`src/rtl/mac_prime2r_if.sv`:
```
// ---------------------------------------------------------------------------
// mac_prime2r_if
// Handshake bundle for the mac_prime2r frame multiply-accumulate block.
//
// Signals:
//   in_valid  - operand pair present (master -> slave)
//   in_ready  - slave accepts the operand pair this cycle (slave -> master)
//   in_last   - pair is the final term of its frame (master -> slave)
//   a, b      - 24-bit unsigned operands (master -> slave)
//   out_valid - c holds a completed frame sum (slave -> master)
//   out_ready - downstream consumes c (master -> slave)
//   c         - 70-bit unreduced frame sum (slave -> master)
//   err       - sticky frame-length error (slave -> master)
//
// Modports:
//   slave  - the MAC block itself
//   master - the environment that feeds operands and consumes sums
// ---------------------------------------------------------------------------
interface mac_prime2r_if;
  logic        in_valid;
  logic        in_ready;
  logic        in_last;
  logic [23:0] a;
  logic [23:0] b;
  logic        out_valid;
  logic        out_ready;
  logic [69:0] c;
  logic        err;

  modport slave (
    input  in_valid, in_last, a, b, out_ready,
    output in_ready, out_valid, c, err
  );

  modport master (
    output in_valid, in_last, a, b, out_ready,
    input  in_ready, out_valid, c, err
  );
endinterface : mac_prime2r_if

```
`src/rtl/mac_prime2r.sv`:
```
// ---------------------------------------------------------------------------
// mac_prime2r
// Multiply-accumulate front end for the 2^24-63 pseudo-Mersenne datapath.
// Operand pairs are multiplied in stage 1 (48-bit product) and summed into a
// 70-bit accumulator in stage 2. The final term of each frame loads the
// unreduced sum into the output register c, which feeds the reducer.
//
// Ports:
//   clk   - rising-edge clock
//   rst_n - asynchronous active-low reset
//   bus   - mac_prime2r_if.slave (in_valid/in_ready/in_last/a/b,
//           out_valid/out_ready/c, err)
//
// Parameters:
//   MAX_TERMS - maximum products per frame (up to 2^22 cannot overflow c)
//   CNT_W     - term counter width, 2^CNT_W must exceed MAX_TERMS
//
// Build option:
//   MAC_TERM_CHECK_EN - when defined, a term counter flags frames longer
//                       than MAX_TERMS on the sticky err output; otherwise
//                       err is tied low and no counter exists.
// ---------------------------------------------------------------------------
module mac_prime2r #(
  parameter int MAX_TERMS = 1024,
  parameter int CNT_W     = 11
) (
  input  logic         clk,
  input  logic         rst_n,
  mac_prime2r_if.slave bus
);

  // Elaboration-time guard: the counter must be able to hold MAX_TERMS.
  if ((2 ** CNT_W) <= MAX_TERMS) begin : g_cnt_w_check
    $error("mac_prime2r: CNT_W too narrow for MAX_TERMS");
  end

  logic        stall_s;
  logic        in_xfer_s;
  logic        s2_fire_s;
  logic        load_c_s;
  logic [47:0] prod_s;
  logic [69:0] sum_s;

  logic [47:0] p1_r;
  logic        l1_r;
  logic        v1_r;
  logic [69:0] acc_r;
  logic [69:0] c_r;
  logic        out_valid_r;

  // Handshake decode and datapath arithmetic.
  // A stall only happens when a last term waits for an occupied output
  // register; non-last terms can always drain into the accumulator.
  always_comb begin
    stall_s   = v1_r & l1_r & out_valid_r & ~bus.out_ready;
    in_xfer_s = bus.in_valid & ~stall_s;
    s2_fire_s = v1_r & ~stall_s;
    load_c_s  = s2_fire_s & l1_r;
    prod_s    = {24'd0, bus.a} * {24'd0, bus.b};
    sum_s     = acc_r + {22'd0, p1_r};
  end

  assign bus.in_ready  = ~stall_s;
  assign bus.out_valid = out_valid_r;
  assign bus.c         = c_r;

  // Stage 1: product register; holds its contents while stalled.
  always_ff @(posedge clk or negedge rst_n) begin
    if (!rst_n) begin
      p1_r <= 48'd0;
      l1_r <= 1'b0;
      v1_r <= 1'b0;
    end else if (!stall_s) begin
      v1_r <= in_xfer_s;
      if (in_xfer_s) begin
        p1_r <= prod_s;
        l1_r <= bus.in_last;
      end
    end
  end

  // Stage 2: accumulator and output register.
  // out_valid drops on a transfer unless a new last term reloads c in the
  // same cycle; c only changes on a load, so it is stable while held.
  always_ff @(posedge clk or negedge rst_n) begin
    if (!rst_n) begin
      acc_r       <= 70'd0;
      c_r         <= 70'd0;
      out_valid_r <= 1'b0;
    end else begin
      out_valid_r <= load_c_s | (out_valid_r & ~bus.out_ready);
      if (load_c_s) begin
        c_r <= sum_s;
      end
      if (s2_fire_s) begin
        acc_r <= load_c_s ? 70'd0 : sum_s;
      end
    end
  end

`ifdef MAC_TERM_CHECK_EN
  localparam logic [CNT_W-1:0] LAST_CNT = CNT_W'(MAX_TERMS - 1);
  localparam logic [CNT_W-1:0] SAT_CNT  = CNT_W'(MAX_TERMS);

  logic [CNT_W-1:0] cnt_r;
  logic             err_r;

  // Term counter and sticky overlength flag. The count saturates at
  // MAX_TERMS so an arbitrarily long frame cannot wrap it back to zero.
  always_ff @(posedge clk or negedge rst_n) begin
    if (!rst_n) begin
      cnt_r <= '0;
      err_r <= 1'b0;
    end else if (in_xfer_s) begin
      if (bus.in_last) begin
        cnt_r <= '0;
      end else begin
        if (cnt_r == LAST_CNT) begin
          err_r <= 1'b1;
        end
        if (cnt_r != SAT_CNT) begin
          cnt_r <= cnt_r + 1'b1;
        end
      end
    end
  end

  assign bus.err = err_r;
`else
  assign bus.err = 1'b0;
`endif

endmodule : mac_prime2r

```
`src/flat_wrapper.sv`:
```
// flat-port wrapper written by rule: the top's interface ports become plain ports
module mac_prime2r_flat 
#(
  parameter int MAX_TERMS = 1024,
  parameter int CNT_W     = 11
)
  (clk, rst_n, bus_in_valid, bus_in_last, bus_a, bus_b, bus_out_ready, bus_in_ready, bus_out_valid, bus_c, bus_err);
  mac_prime2r_if bus_i ();
  input  logic clk;
  input  logic rst_n;
  input wire logic [$bits(bus_i.in_valid)-1:0] bus_in_valid;
  input wire logic [$bits(bus_i.in_last)-1:0] bus_in_last;
  input wire logic [$bits(bus_i.a)-1:0] bus_a;
  input wire logic [$bits(bus_i.b)-1:0] bus_b;
  input wire logic [$bits(bus_i.out_ready)-1:0] bus_out_ready;
  output wire logic [$bits(bus_i.in_ready)-1:0] bus_in_ready;
  output wire logic [$bits(bus_i.out_valid)-1:0] bus_out_valid;
  output wire logic [$bits(bus_i.c)-1:0] bus_c;
  output wire logic [$bits(bus_i.err)-1:0] bus_err;
  assign bus_i.in_valid = bus_in_valid;
  assign bus_i.in_last = bus_in_last;
  assign bus_i.a = bus_a;
  assign bus_i.b = bus_b;
  assign bus_i.out_ready = bus_out_ready;
  assign bus_in_ready = bus_i.in_ready;
  assign bus_out_valid = bus_i.out_valid;
  assign bus_c = bus_i.c;
  assign bus_err = bus_i.err;
  mac_prime2r #(.MAX_TERMS(MAX_TERMS), .CNT_W(CNT_W)) u_core (.clk(clk), .rst_n(rst_n), .bus(bus_i));
endmodule
```
`config.mk`:
```
export PLATFORM = sky130hd
export DESIGN_NAME = mac_prime2r_flat
export DESIGN_NICKNAME = d
export VERILOG_FILES = /design/src/rtl/mac_prime2r_if.sv /design/src/rtl/mac_prime2r.sv /design/src/flat_wrapper.sv
export SDC_FILE = /design/constraint.sdc
export NUM_CORES = 2
export LEC_CHECK = 0
export CAP_MARGIN = 10
export CELL_PAD_IN_SITES_DETAIL_PLACEMENT = 1
export CELL_PAD_IN_SITES_GLOBAL_PLACEMENT = 1
export CORE_MARGIN = 5
export CORE_UTILIZATION = 39
export DETAILED_ROUTE_END_ITERATION = 7
export MAX_ROUTING_LAYER = met4
export PLACE_DENSITY_LB_ADDON = 0.1
export SLEW_MARGIN = 20
export SYNTH_ARGS = -nofsm -noshare
export SYNTH_HDL_FRONTEND = slang
export SYNTH_SLANG_ARGS = --single-unit
```
`constraint.sdc`:
```
create_clock -name clk -period 3.5 [get_ports clk]
set_input_delay 0.525 -clock clk [delete_from_list [all_inputs] [get_ports clk]]
set_output_delay 0.525 -clock clk [all_outputs]
set_load 0.05 [all_outputs]
```
# Word level (Yosys, flattened, before mapping)
# Index checks and enable logic that the tools add are counted.
# word_totals
ff_bits	191
in_bits	53
output_inout_bits	73
word_cells	20
# op_classes
mul	1
addsub	1
n_bitwise	10
n_reduce_logical	1
n_mux	1
# ops
operator	n
70-bit by 48-bit adder with 70-bit output	1
70-bit two-way mux	1
24-bit by 24-bit multiplier with 48-bit output	1
1-bit AND	7
1-bit inverter	2
2-bit AND reduction	1
1-bit OR	1

# Depth between registers and ports, before layout
# logic_depth
word_depth	7
ltp_mapped	26
ltp_nobuf	25

# Worst setup path before layout
# Ideal clock, no wire load.
# synth_path
path_kind	input-to-reg
start	input bus_b[3]
end	register u_core.p1_r[43]
setup_ns	0.135
arrival_ns	6.812
path_stages	26
t_required_ns	3.365
path_buffers	1
setup_slack_ns	-3.447
path_cell_list	clkbuf_1 -> nand2_1 -> fa_1 -> inv_1 -> fa_1 -> inv_1 -> fa_1 -> inv_1 -> fa_1 -> inv_1 -> fa_1 -> inv_1 -> fa_1 -> inv_1 -> fa_1 -> inv_1 -> ha_1 -> a21oi_1 -> o21ai_0 -> a221oi_1 -> o21ai_0 -> or3_1 -> a311o_1 -> a31oi_1 -> xor2_1 -> o21ai_0
# synth_between
elab_chain_cells	1
# synth_rtl
item	line	rtl
from (decl)	flat_wrapper.sv:14	input wire logic [$bits(bus_i.b)-1:0] bus_b;
24-bit by 24-bit multiplier with 48-bit output	mac_prime2r.sv:59	prod_s = {24'd0, bus.a} * {24'd0, bus.b};
to (signal assigned)	mac_prime2r.sv:76	p1_r <= prod_s;
to (decl)	mac_prime2r.sv:44	logic [47:0] p1_r;
# Every way passes these cells.
# A chain may end at the register's enable or synchronous reset.

# Final worst setup path
# layout_path
start	input bus_a[10]
end	register u_core.p1_r[35]
# layout_between
elab_chain_cells	1
# layout_rtl
item	line	rtl
from (decl)	flat_wrapper.sv:13	input wire logic [$bits(bus_i.a)-1:0] bus_a;
24-bit by 24-bit multiplier with 48-bit output	mac_prime2r.sv:59	
# Every way passes these cells.

==> impl_results.md <==
- Synthesized area: 29,590 µm²
- GPL Wtd Cong: 0.8860
- Crit end category: flop
- Vias in the first global route: 28,239
- Failing checks: negative setup slack
- Synth async-reset ratio: 1.000
- Most used cells in the layout excluding fill and tap cells: inv_1 (525), nand2_1 (487), fa_1 (444)
- Root Driver: clkbuf_16
- Placement Cell Area: 34,930 µm²
- Via Count: 24,900
- Final worst-path setup slack: -2.987 ns
- GRT overflow: 0
- Final Cycle Share: 1.853
- Site row count: 101
- ANT cells: 0
- Synthesis Warnings: 0
- Final Net Count: 4,564
- Finished Layout Cells: 4,797
- Netlist cell types: 79
- Fin. Hold Viols: 0
- Register Area: 4780 µm²
- Vert. Die Dim: 285.5 µm
- DR DRC count: 0
- Max Cap Violations: 0
- FILL cells: 8,472
- Max H-tree Level: 4
- Yosys top cell area share: 0.3268
- Max Root-Sink Buffers: 2
- TritonRoute pass-1 iters: 5
- Top area cells in the synthesized netlist: fa_1 (33%), dfrtp_1 (16%), ha_1 (9.4%)
- Die Span X: 285.5 µm
- Critical Path RT: 3.86 ns
- Initial DRC Count: 1,053
- Detailed Place HPWL: 78.23 mm
- First-pass GRT wire length: 160.1 mm
- Clk slew on worst S/H paths: 0.08 ns
- Max incr delay on CP: 0.55 ns
- Post-Syn Nets: 4,088
- Die area: 81,480 µm²
- Sequential area share after synthesis: 0.1615
- Crit-path slowest cell: fa_1
- Worst Setup Start Kind: input port
- Cell repeated most along the worst path: fa_1
- EDFF count, synth: 0
- Final design area excluding fillers: 38,740 µm²
- Initial core utilization: 0.3916
- Worst Path Arrival: 6.84 ns
- Leading area contributor after synthesis: fa_1
- Final Skew: 0.02061 ns
- Min-delay worst type: in2async
- Max FO, Critical Path: 5
- Critical path type: in2reg
- Clock Sinks: 191
- Final slew viol count: 0
- Tmin final: 6.487 ns
- Final ANT Viol Nets: 0
- Dpl cells: 4,621
- Clock latency on the worst-skew pair: 0.47 ns
- Final setup TNS: -100.83 ns
- I/O pin count: 126
- Number of vias per cell: 5.191
- Hold Buf Count CTS: 0
- Final-report setup violation count: 42
- Critical path buffer and inverter count: 7
- Largest net degree at the start of global routing: 89
- Leading cell type in the layout, fill and taps excluded: inv_1
- Area of the multi-input gates: 23,670 µm²
- CP delay by family, top: adder cells
- All-layer global routing usage: 0.2537
- Share of layout cells above drive strength 1: 0.2506
- Cells after synthesis: 3,330
- Wire per inst: 21.21 µm
- Outcome: finished with violations
- Ys flop type: dfrtp_1
- Final wirelength: 101.7 mm
- Slew margin rel.: 0.4800
- Seq cells post-synth: 191
- Unrepaired setup endpoints after global routing: true
- Fmax: 0.1542 GHz
- Average cell area after synthesis: 8.886 µm²
- IO Port Bufs: 124
- CTS buffer count: 17
- Area Overhead vs Synth: 30.93%
- Worst-Margin Slew: 0.7799 ns
- Initial antenna violation count: 0
- Core area: 75,570 µm²
- CTS tree: done
-- layer usage --
metal / GRT usage / up-vias / wire length, µm
met2: 0.4445 / 459 / 51510
met5: - / - / 0
met1: 0.3192 / 12896 / 43870
li1: - / 11387 / -
met3: 0.02008 / 158 / 2732
met4: 0.06880 / 0 / 3633
-- final timing paths --
check	endpoint	cells past startpoint	slack, ns	from
worst max-delay path	u_core.p1_r[35]$_DFFE_PN0P_	25	-2.99	bus_a[10]
worst min-delay path	u_core.bus.c[61]$_DFFE_PN0P_	1	0.11	rst_n
worst max register to register	u_core.bus.c[45]$_DFFE_PN0P_	12	0.14	u_core.p1_r[9]$_DFFE_PN0P_
worst min register to register	u_core.bus.c[7]$_DFFE_PN0P_	2	0.48	u_core.bus.c[7]$_DFFE_PN0P_
max in group asynchronous	u_core.bus.c[50]$_DFFE_PN0P_	2	2.57	rst_n
min in group clk	u_core.bus.c[7]$_DFFE_PN0P_	2	0.48	u_core.bus.c[7]$_DFFE_PN0P_
-- cell type report --
class | instances | area share
tap | 978 | 0.03158
sequential | 191 | 0.1234
clock inverter | 14 | 0.004457
multi-input combinational | 2384 | 0.6110
inverter | 579 | 0.05610
timing repair buffer | 633 | 0.1622
clock buffer | 18 | 0.01134
-- stage by stage --
step | utilization | setup slack [ns] | hold WS [ns]
floorplan | - | -3.057 | 0.2294
global placement | 0.4622 | -4.137 | 0.4607
detailed placement | 0.4622 | -4.198 | 0.4642
CTS | 0.4971 | -2.969 | 0.1368
global route | 0.5127 | -3.186 | 0.1730
finish | 0.5127 | -2.987 | 0.1064
-- Yosys cell counts (all sizes together) (15+ instances only) --
library cell  instances
o21ai               141
a21o                 48
and3                 17
ha                  222
a22o                 41
nand3                37
mux2                 20
o31ai                21
o21bai               15
buf                  17
xnor2                50
a21oi               120
clkbuf              159
xor2                 46
fa                  483
nand4                30
nor2                 77
inv                 578
and2                314
dfrtp               191
nand2b               15
nand2               509
a211oi               18
a31oi                17
nor3                 22
-- repair_timing --
item | in CTS | in global routing
buffers inserted | 89 | 47
setup endpoints to repair | 55 | 75
cloned | 16 | 4
pin swaps | 161 | 185
gates resized for setup | 414 | 264
-- sequential cells by signal, indices dropped and copies added, names as in the netlist --
| name | cells |
|---|---|
| u_core.acc_r | 70 |
| u_core.bus.c | 70 |
| u_core.p1_r | 48 |
| u_core.bus.out_valid | 1 |
| u_core.l1_r | 1 |
| u_core.v1_r | 1 |
-- kinds of logic after synthesis --
kind of cell	count (synthesis)	synth area share
DFF	191	0.1615
adders and majority gates	705	0.4206
buffers and inverters	755	0.09687
AOI/OAI and AO/OA	491	0.1074
and+or+nand+nor	1066	0.1757
muxes	25	0.009303
other	1	0.0001267
xor gates and xnor gates	96	0.02841
Power is not shown: default switching activity piles up to over one toggle a cycle in this logic, so the estimate is an artifact.
